`config.mk`:
```
export PLATFORM = sky130hd
export DESIGN_NAME = uart_cmd_rx
export DESIGN_NICKNAME = d
export VERILOG_FILES = /design/src/rtl/uart_cmd_rx.sv
export SDC_FILE = /design/constraint.sdc
export NUM_CORES = 1
export LEC_CHECK = 0
export ABC_AREA = 1
export BUFFER_PORTS_ARGS = -buffer_cell sky130_fd_sc_hd__buf_2
export CAP_MARGIN = 10
export CORE_MARGIN = 2
export CORE_UTILIZATION = 35
export CTS_BUF_LIST = sky130_fd_sc_hd__clkbuf_8 sky130_fd_sc_hd__clkbuf_16
export DETAILED_ROUTE_END_ITERATION = 12
export HOLD_SLACK_MARGIN = 0.03
export PLACE_DENSITY = 0.61
export SLEW_MARGIN = 10
export SYNTH_ARGS = -nofsm -noshare
export SYNTH_HDL_FRONTEND = slang
export SYNTH_SLANG_ARGS = --single-unit
```
`constraint.sdc`:
```
create_clock -name clk_in -period 2.2 [get_ports clk_in]
set_input_delay 0.22 -clock clk_in [delete_from_list [all_inputs] [get_ports clk_in]]
set_output_delay 0.22 -clock clk_in [all_outputs]
set_load 0.02 [all_outputs]
```
`src/rtl/uart_cmd_rx.sv`:
```
// 8N1 UART receiver with a 4-byte command packet decoder (header, opcode, arg, checksum)
// driving the sensor transmitter's streaming enable and debug byte.
`timescale 1ns/1ps
module uart_cmd_rx #(
    parameter int         CLOCK_RATE   = 100_000_000,
    parameter int         BAUD_RATE    = 115_200,
    parameter logic [7:0] HDR_BYTE     = 8'hA5,
    parameter int         TIMEOUT_BITS = 32
) (
    input  logic       clk_in,
    input  logic       rst_in,
    input  logic       uart_rx,
    output logic [7:0] rx_byte,
    output logic       rx_byte_valid,
    output logic       frame_err,
    output logic       cmd_valid,
    output logic [7:0] cmd_opcode,
    output logic [7:0] cmd_arg,
    output logic       cmd_err,
    output logic       uart_active,
    output logic [7:0] debug_out
);
    localparam int CYC    = CLOCK_RATE / BAUD_RATE;
    localparam int HALF   = CYC / 2;
    localparam int TO_CYC = TIMEOUT_BITS * CYC;
    localparam int CW     = $clog2(CYC + 1);
    localparam int TW     = $clog2(TO_CYC + 1);

    typedef enum logic [1:0] {B_IDLE, B_START, B_DATA, B_STOP} bstate_e;
    typedef enum logic [1:0] {P_WAIT_HDR, P_GET_OP, P_GET_ARG, P_GET_SUM} pstate_e;

    bstate_e       bstate_q;
    pstate_e       pstate_q;
    logic          sync1_q, rx_s_q, rx_prev_q;
    logic [CW-1:0] bcnt_q;
    logic [2:0]    bitn_q;
    logic [7:0]    shift_q, rx_byte_q;
    logic          rx_byte_valid_q, frame_err_q;
    logic [TW-1:0] gap_q;
    logic [7:0]    op_q, arg_q, cmd_opcode_q, cmd_arg_q, debug_q;
    logic          cmd_valid_q, cmd_err_q, uart_active_q;

    logic bit_tick, stop_good, stop_bad;

    // START waits half a bit to land mid-bit; every later sample is a full bit apart.
    assign bit_tick  = (bstate_q == B_START) ? (bcnt_q == CW'(HALF - 1)) : (bcnt_q == CW'(CYC - 1));
    assign stop_good = (bstate_q == B_STOP) && bit_tick && rx_s_q;
    assign stop_bad  = (bstate_q == B_STOP) && bit_tick && !rx_s_q;

    // Sync flops reset low so a line already low at release never looks like a start edge.
    always_ff @(posedge clk_in or negedge rst_in) begin
        if (!rst_in) begin
            sync1_q         <= 1'b0;
            rx_s_q          <= 1'b0;
            rx_prev_q       <= 1'b0;
            bstate_q        <= B_IDLE;
            bcnt_q          <= '0;
            bitn_q          <= '0;
            shift_q         <= '0;
            rx_byte_q       <= '0;
            rx_byte_valid_q <= 1'b0;
            frame_err_q     <= 1'b0;
        end else begin
            sync1_q         <= uart_rx;
            rx_s_q          <= sync1_q;
            rx_prev_q       <= rx_s_q;
            rx_byte_valid_q <= 1'b0;
            frame_err_q     <= 1'b0;
            case (bstate_q)
                B_IDLE: begin
                    bcnt_q <= '0;
                    if (rx_prev_q && !rx_s_q) bstate_q <= B_START;
                end
                B_START: begin
                    if (bit_tick) begin
                        bcnt_q   <= '0;
                        bitn_q   <= '0;
                        bstate_q <= rx_s_q ? B_IDLE : B_DATA;
                    end else bcnt_q <= bcnt_q + CW'(1);
                end
                B_DATA: begin
                    if (bit_tick) begin
                        bcnt_q  <= '0;
                        shift_q <= {rx_s_q, shift_q[7:1]};
                        bitn_q  <= bitn_q + 3'd1;
                        if (bitn_q == 3'd7) bstate_q <= B_STOP;
                    end else bcnt_q <= bcnt_q + CW'(1);
                end
                B_STOP: begin
                    if (bit_tick) begin
                        bcnt_q   <= '0;
                        bstate_q <= B_IDLE;
                        if (rx_s_q) begin
                            rx_byte_q       <= shift_q;
                            rx_byte_valid_q <= 1'b1;
                        end else frame_err_q <= 1'b1;
                    end else bcnt_q <= bcnt_q + CW'(1);
                end
                default: bstate_q <= B_IDLE;
            endcase
        end
    end

    // Framing aborts use the combinational stop_bad so cmd_err lands with frame_err.
    always_ff @(posedge clk_in or negedge rst_in) begin
        if (!rst_in) begin
            pstate_q      <= P_WAIT_HDR;
            gap_q         <= '0;
            op_q          <= '0;
            arg_q         <= '0;
            cmd_valid_q   <= 1'b0;
            cmd_err_q     <= 1'b0;
            cmd_opcode_q  <= '0;
            cmd_arg_q     <= '0;
            uart_active_q <= 1'b0;
            debug_q       <= '0;
        end else begin
            cmd_valid_q <= 1'b0;
            cmd_err_q   <= 1'b0;
            gap_q       <= (pstate_q == P_WAIT_HDR) ? '0 : gap_q + TW'(1);
            if (stop_bad && pstate_q != P_WAIT_HDR) begin
                cmd_err_q <= 1'b1;
                pstate_q  <= P_WAIT_HDR;
            end else if (rx_byte_valid_q) begin
                gap_q <= '0;
                case (pstate_q)
                    P_WAIT_HDR: if (rx_byte_q == HDR_BYTE) pstate_q <= P_GET_OP;
                    P_GET_OP: begin
                        op_q     <= rx_byte_q;
                        pstate_q <= P_GET_ARG;
                    end
                    P_GET_ARG: begin
                        arg_q    <= rx_byte_q;
                        pstate_q <= P_GET_SUM;
                    end
                    default: begin
                        pstate_q <= P_WAIT_HDR;
                        if (rx_byte_q == (op_q ^ arg_q)) begin
                            cmd_valid_q  <= 1'b1;
                            cmd_opcode_q <= op_q;
                            cmd_arg_q    <= arg_q;
                            case (op_q)
                                8'h01:   uart_active_q <= 1'b1;
                                8'h02:   uart_active_q <= 1'b0;
                                8'h03:   debug_q       <= arg_q;
                                default: ;
                            endcase
                        end else cmd_err_q <= 1'b1;
                    end
                endcase
            end else if (pstate_q != P_WAIT_HDR && !stop_good && gap_q >= TW'(TO_CYC - 1)) begin
                // A byte about to complete wins over a timeout expiring in the same cycle.
                cmd_err_q <= 1'b1;
                pstate_q  <= P_WAIT_HDR;
            end
        end
    end

    assign rx_byte       = rx_byte_q;
    assign rx_byte_valid = rx_byte_valid_q;
    assign frame_err     = frame_err_q;
    assign cmd_valid     = cmd_valid_q;
    assign cmd_opcode    = cmd_opcode_q;
    assign cmd_arg       = cmd_arg_q;
    assign cmd_err       = cmd_err_q;
    assign uart_active   = uart_active_q;
    assign debug_out     = debug_q;
endmodule

```
==> results.toml <==
[run_status]
status = "finished clean"

[worst_hold_path]
hold_path_startpoint = "sync1_q"
hold_path_end = "rx_s_q"
hold-path-cell-count = 0
hp-class = "register to register"

[global_route]
grt_max_degree = 59
initial_antenna_violation_count = 0
global_route.usage.met1_pct = 16.31
vias_in_the_first_global_route = 3229
grt_first_pass_wirelength_microns = 15110
overall_fraction_of_global_route_tracks_in_use_pct = 13.44
grt-ovfl-total = 0
met3_layer_usage_reported_by_global_route_pct = 4.264
grt.busiest_layer = "met2"
gr-usage-met2_pct = 23.04

[timing]
period_minus_slack_ns = 2.002
timing.final.crit_share_pct = 90.98
tightestPinTransition_ns = 0.5108
max_slew_margin_pct = 65.95
finClkSkew_ns = 0.01154
timing_max_transition_violations_final = 0
setup_repair_after_global_routing_missed_its_margin = "no"
timing.final.setup_violations = 0
fmax_mhz = 499.6
tns_ns = 0
hold_viol = 0

[setup_path]
regToRegSetupSlack_ns = 0.20
worst_setup_path_start_kind = "register"
cp-end-kind = "register"
critical_path_required_ns = 2.44
critical_path_class = "register to register"
critical_path.cell_chain = "inv_2 -> nor2_4 -> nand3_1 -> nand2_1 -> inv_2 -> nor2_4 -> nand4_4 -> nand2_4 -> inv_4 -> nand2_4 -> nand2_1 -> nand2_1 -> inv_1"
ff2ff_path_depth = 13
crit_top_cell = "sky130_fd_sc_hd__nand2_1"
timing.critical_path.arrival_ns = 2.24
max_fanout_on_critical_path = 31
critical-path-slowest-cell = "sky130_fd_sc_hd__dfrtp_1"
critical_path.max_stage_delay_ns = 0.53
timing.rr.start = "bstate_q[0]"
timing.rr.end = "cmd_opcode[0]"

[floorplan]
floorplan.initialDensity_pct = 35.93
die_width_microns = 117.8
top_level_ports = 40
die_h_microns = 117.8
design.core.area_sq_um = 12620
die_area_sq_um = 13880
standard_cell_row_count = 41

[clocking]
worst_setup_hold_path_clk_slew_ns = 0.07
clk_latency_ns = 0.34
numCtsBuffers = 9
root_buffer = "sky130_fd_sc_hd__clkbuf_16"
total_number_of_clock_tree_sinks = 96
post_cts_resized = 0
tritoncts = "yes"
cts_max_level = 3
cts.path.max_buffers = 2

[routing]
detailedRoute.firstIterationViolations = 143
viasPerCell = 4.503
routed_wirelength_microns = 8757
first_pass_iters = 4
drtAntennaViolNets = 0
number_of_vias_after_detailed_routing = 3449
routed_wire_length_per_instance_microns = 11.43
final_routed_drc_violation_total = 0

[finish]
final_cell_area_sq_um = 5275
multi_input_area_sq_um = 1784
filler_cell_count = 1274
postLayoutCoreUtil_pct = 41.80
drive_gt1_share_pct = 13.30
antenna_cells_inserted = 0
seq_area_sq_um = 2402
syn_to_final_growth_pct = 16.34
nets = 600
fin_cells = 766

[pwr]
irDropWorstVdd_mv = 0.3152
static-leakage-power_nw = 2.526
finalPower_mw = 3.969
power_per_cell_area_nw_per_um2 = 752.5

[placement]
detailed_place_hpwl_microns = 6451
place_area_sq_um = 4926
io_buffer_count = 39
gp_congestion = 0.8432
place.detailed.instances = 748

[synth]
synth.yosys.seq_area_share_pct = 52.98
post_synth_num_cell_types = 31
synth.net_count = 553
yosys-top-cells-area = "sky130_fd_sc_hd__dfrtp_1, sky130_fd_sc_hd__nand2_1, sky130_fd_sc_hd__inv_1"
syn_area_sq_um = 4534
number_of_warning_messages_in_the_yosys_log = 0
synth-seq-cells = 96
synth_top_cell_area_share_pct = 52.98
synth_area_per_cell_sq_um = 8.366
synth_cells = 542
library_cell_occupying_the_most_area_in_the_post_synthesis_netlist = "sky130_fd_sc_hd__dfrtp_1"

[run]
drv.max_cap_violation_count = 0
-- cell usage after synthesis (all sizes together) --
cell and instances:
dfrtp 96, nand3 33, buf 8, xnor2 4, inv 73, nor2 55, nor3 18, xor2 9
ha 8, o31ai 2, or2 1, nor3b 1, nand2 153, a31oi 1, o21bai 1, nand4 11
clkbuf 2, a21oi 10, o21a 1, o21ai 55
-- area by class of cell --
type | instances | share of cell area, %
clock buffers | 10 | 4.530
inverters | 73 | 5.242
multi-input cells | 363 | 33.82
well taps | 172 | 4.080
clock inverters | 6 | 1.708
repair buffers | 46 | 5.076
flip-flops and latches | 96 | 45.54
-- where the power goes --
group | internal (mW) | switching [mW] | leakage [nW] | total [mW]
registers | 1.82 | 0.0816 | 1.33 | 1.90
clock network | 1.03 | 0.640 | 0.165 | 1.67
logic | 0.132 | 0.268 | 1.03 | 0.400
total | 2.98 | 0.990 | 2.53 | 3.97
-- placed cells by master (no fill, tap or decap), types with 16 or more instances in the layout --
master / count
sky130_fd_sc_hd__dfrtp_1: 96
sky130_fd_sc_hd__nand2_1: 145
sky130_fd_sc_hd__nor3_1: 17
sky130_fd_sc_hd__nor2_1: 53
sky130_fd_sc_hd__inv_1: 69
sky130_fd_sc_hd__o21ai_0: 39
sky130_fd_sc_hd__buf_2: 38
sky130_fd_sc_hd__o21ai_1: 16
sky130_fd_sc_hd__nand3_1: 30
-- routing by layer --
layer | vias to the layer above | share of wire, %
li1 | 1818 | -
met1 | 1578 | 46
met2 | 51 | 50
met3 | 2 | 3.6
met4 | 0 | 0.50
met5 | - | 0
-- worst max-delay path: cells and delay by family, from the launching register on --
kind          cells  cell delay (ns)
buf+inv           4             0.22
flops             1             0.53
simple gates      9             1.16
-- cells by family (layout without fill, tap and decap cells) --
logic type | count (synthesis) | in the layout | synth area share (%)
simple gates | 272 | 272 | 26.66
flops | 96 | 96 | 52.98
buf+inv | 83 | 135 | 7.671
compound gates | 70 | 70 | 7.975
xor+xnor | 13 | 13 | 2.511
fa+ha+maj | 8 | 8 | 2.208
-- what timing repair did --
| action | in CTS | in global routing |
|---|---|---|
| endpoints found under the hold margin | 39 | 0 |
| setup buffers | 0 | 0 |
| hold buffers | 2 | 0 |
-- stage by stage --
stage / worst slack [ns] / hold WS (ns)
floorplan: 0.5282 / -0.07559
global placement: 0.2476 / 0.2230
detailed placement: 0.1960 / 0.2313
CTS: 0.1906 / 0.3502
global route: 0.002324 / 0.3576
finish: 0.1984 / 0.3487
-- worst max-delay path by stage --
stage / from / end / slack (ns) / cells after the start
floorplan: rx_byte[2] / cmd_opcode[0] / 0.53 / 12
global placement: bstate_q[0] / cmd_opcode[0] / 0.25 / 13
detailed placement: bstate_q[0] / cmd_opcode[0] / 0.20 / 13
CTS: bstate_q[0] / cmd_opcode[0] / 0.19 / 13
global route: bstate_q[0] / cmd_opcode[0] / 0.002 / 13
finish: bstate_q[0] / cmd_opcode[0] / 0.20 / 13
-- flip-flops by register name (all words and copies together) (netlist names), 2 cells and up, named ones only --
signal and count:
pstate_q 2, gap_q 15, bitn_q 3, cmd_arg 8, shift_q 8, debug_out 8
op_q 8, bcnt_q 10, cmd_opcode 8, arg_q 8, rx_byte 8
Power figures use the tool's default switching activity.
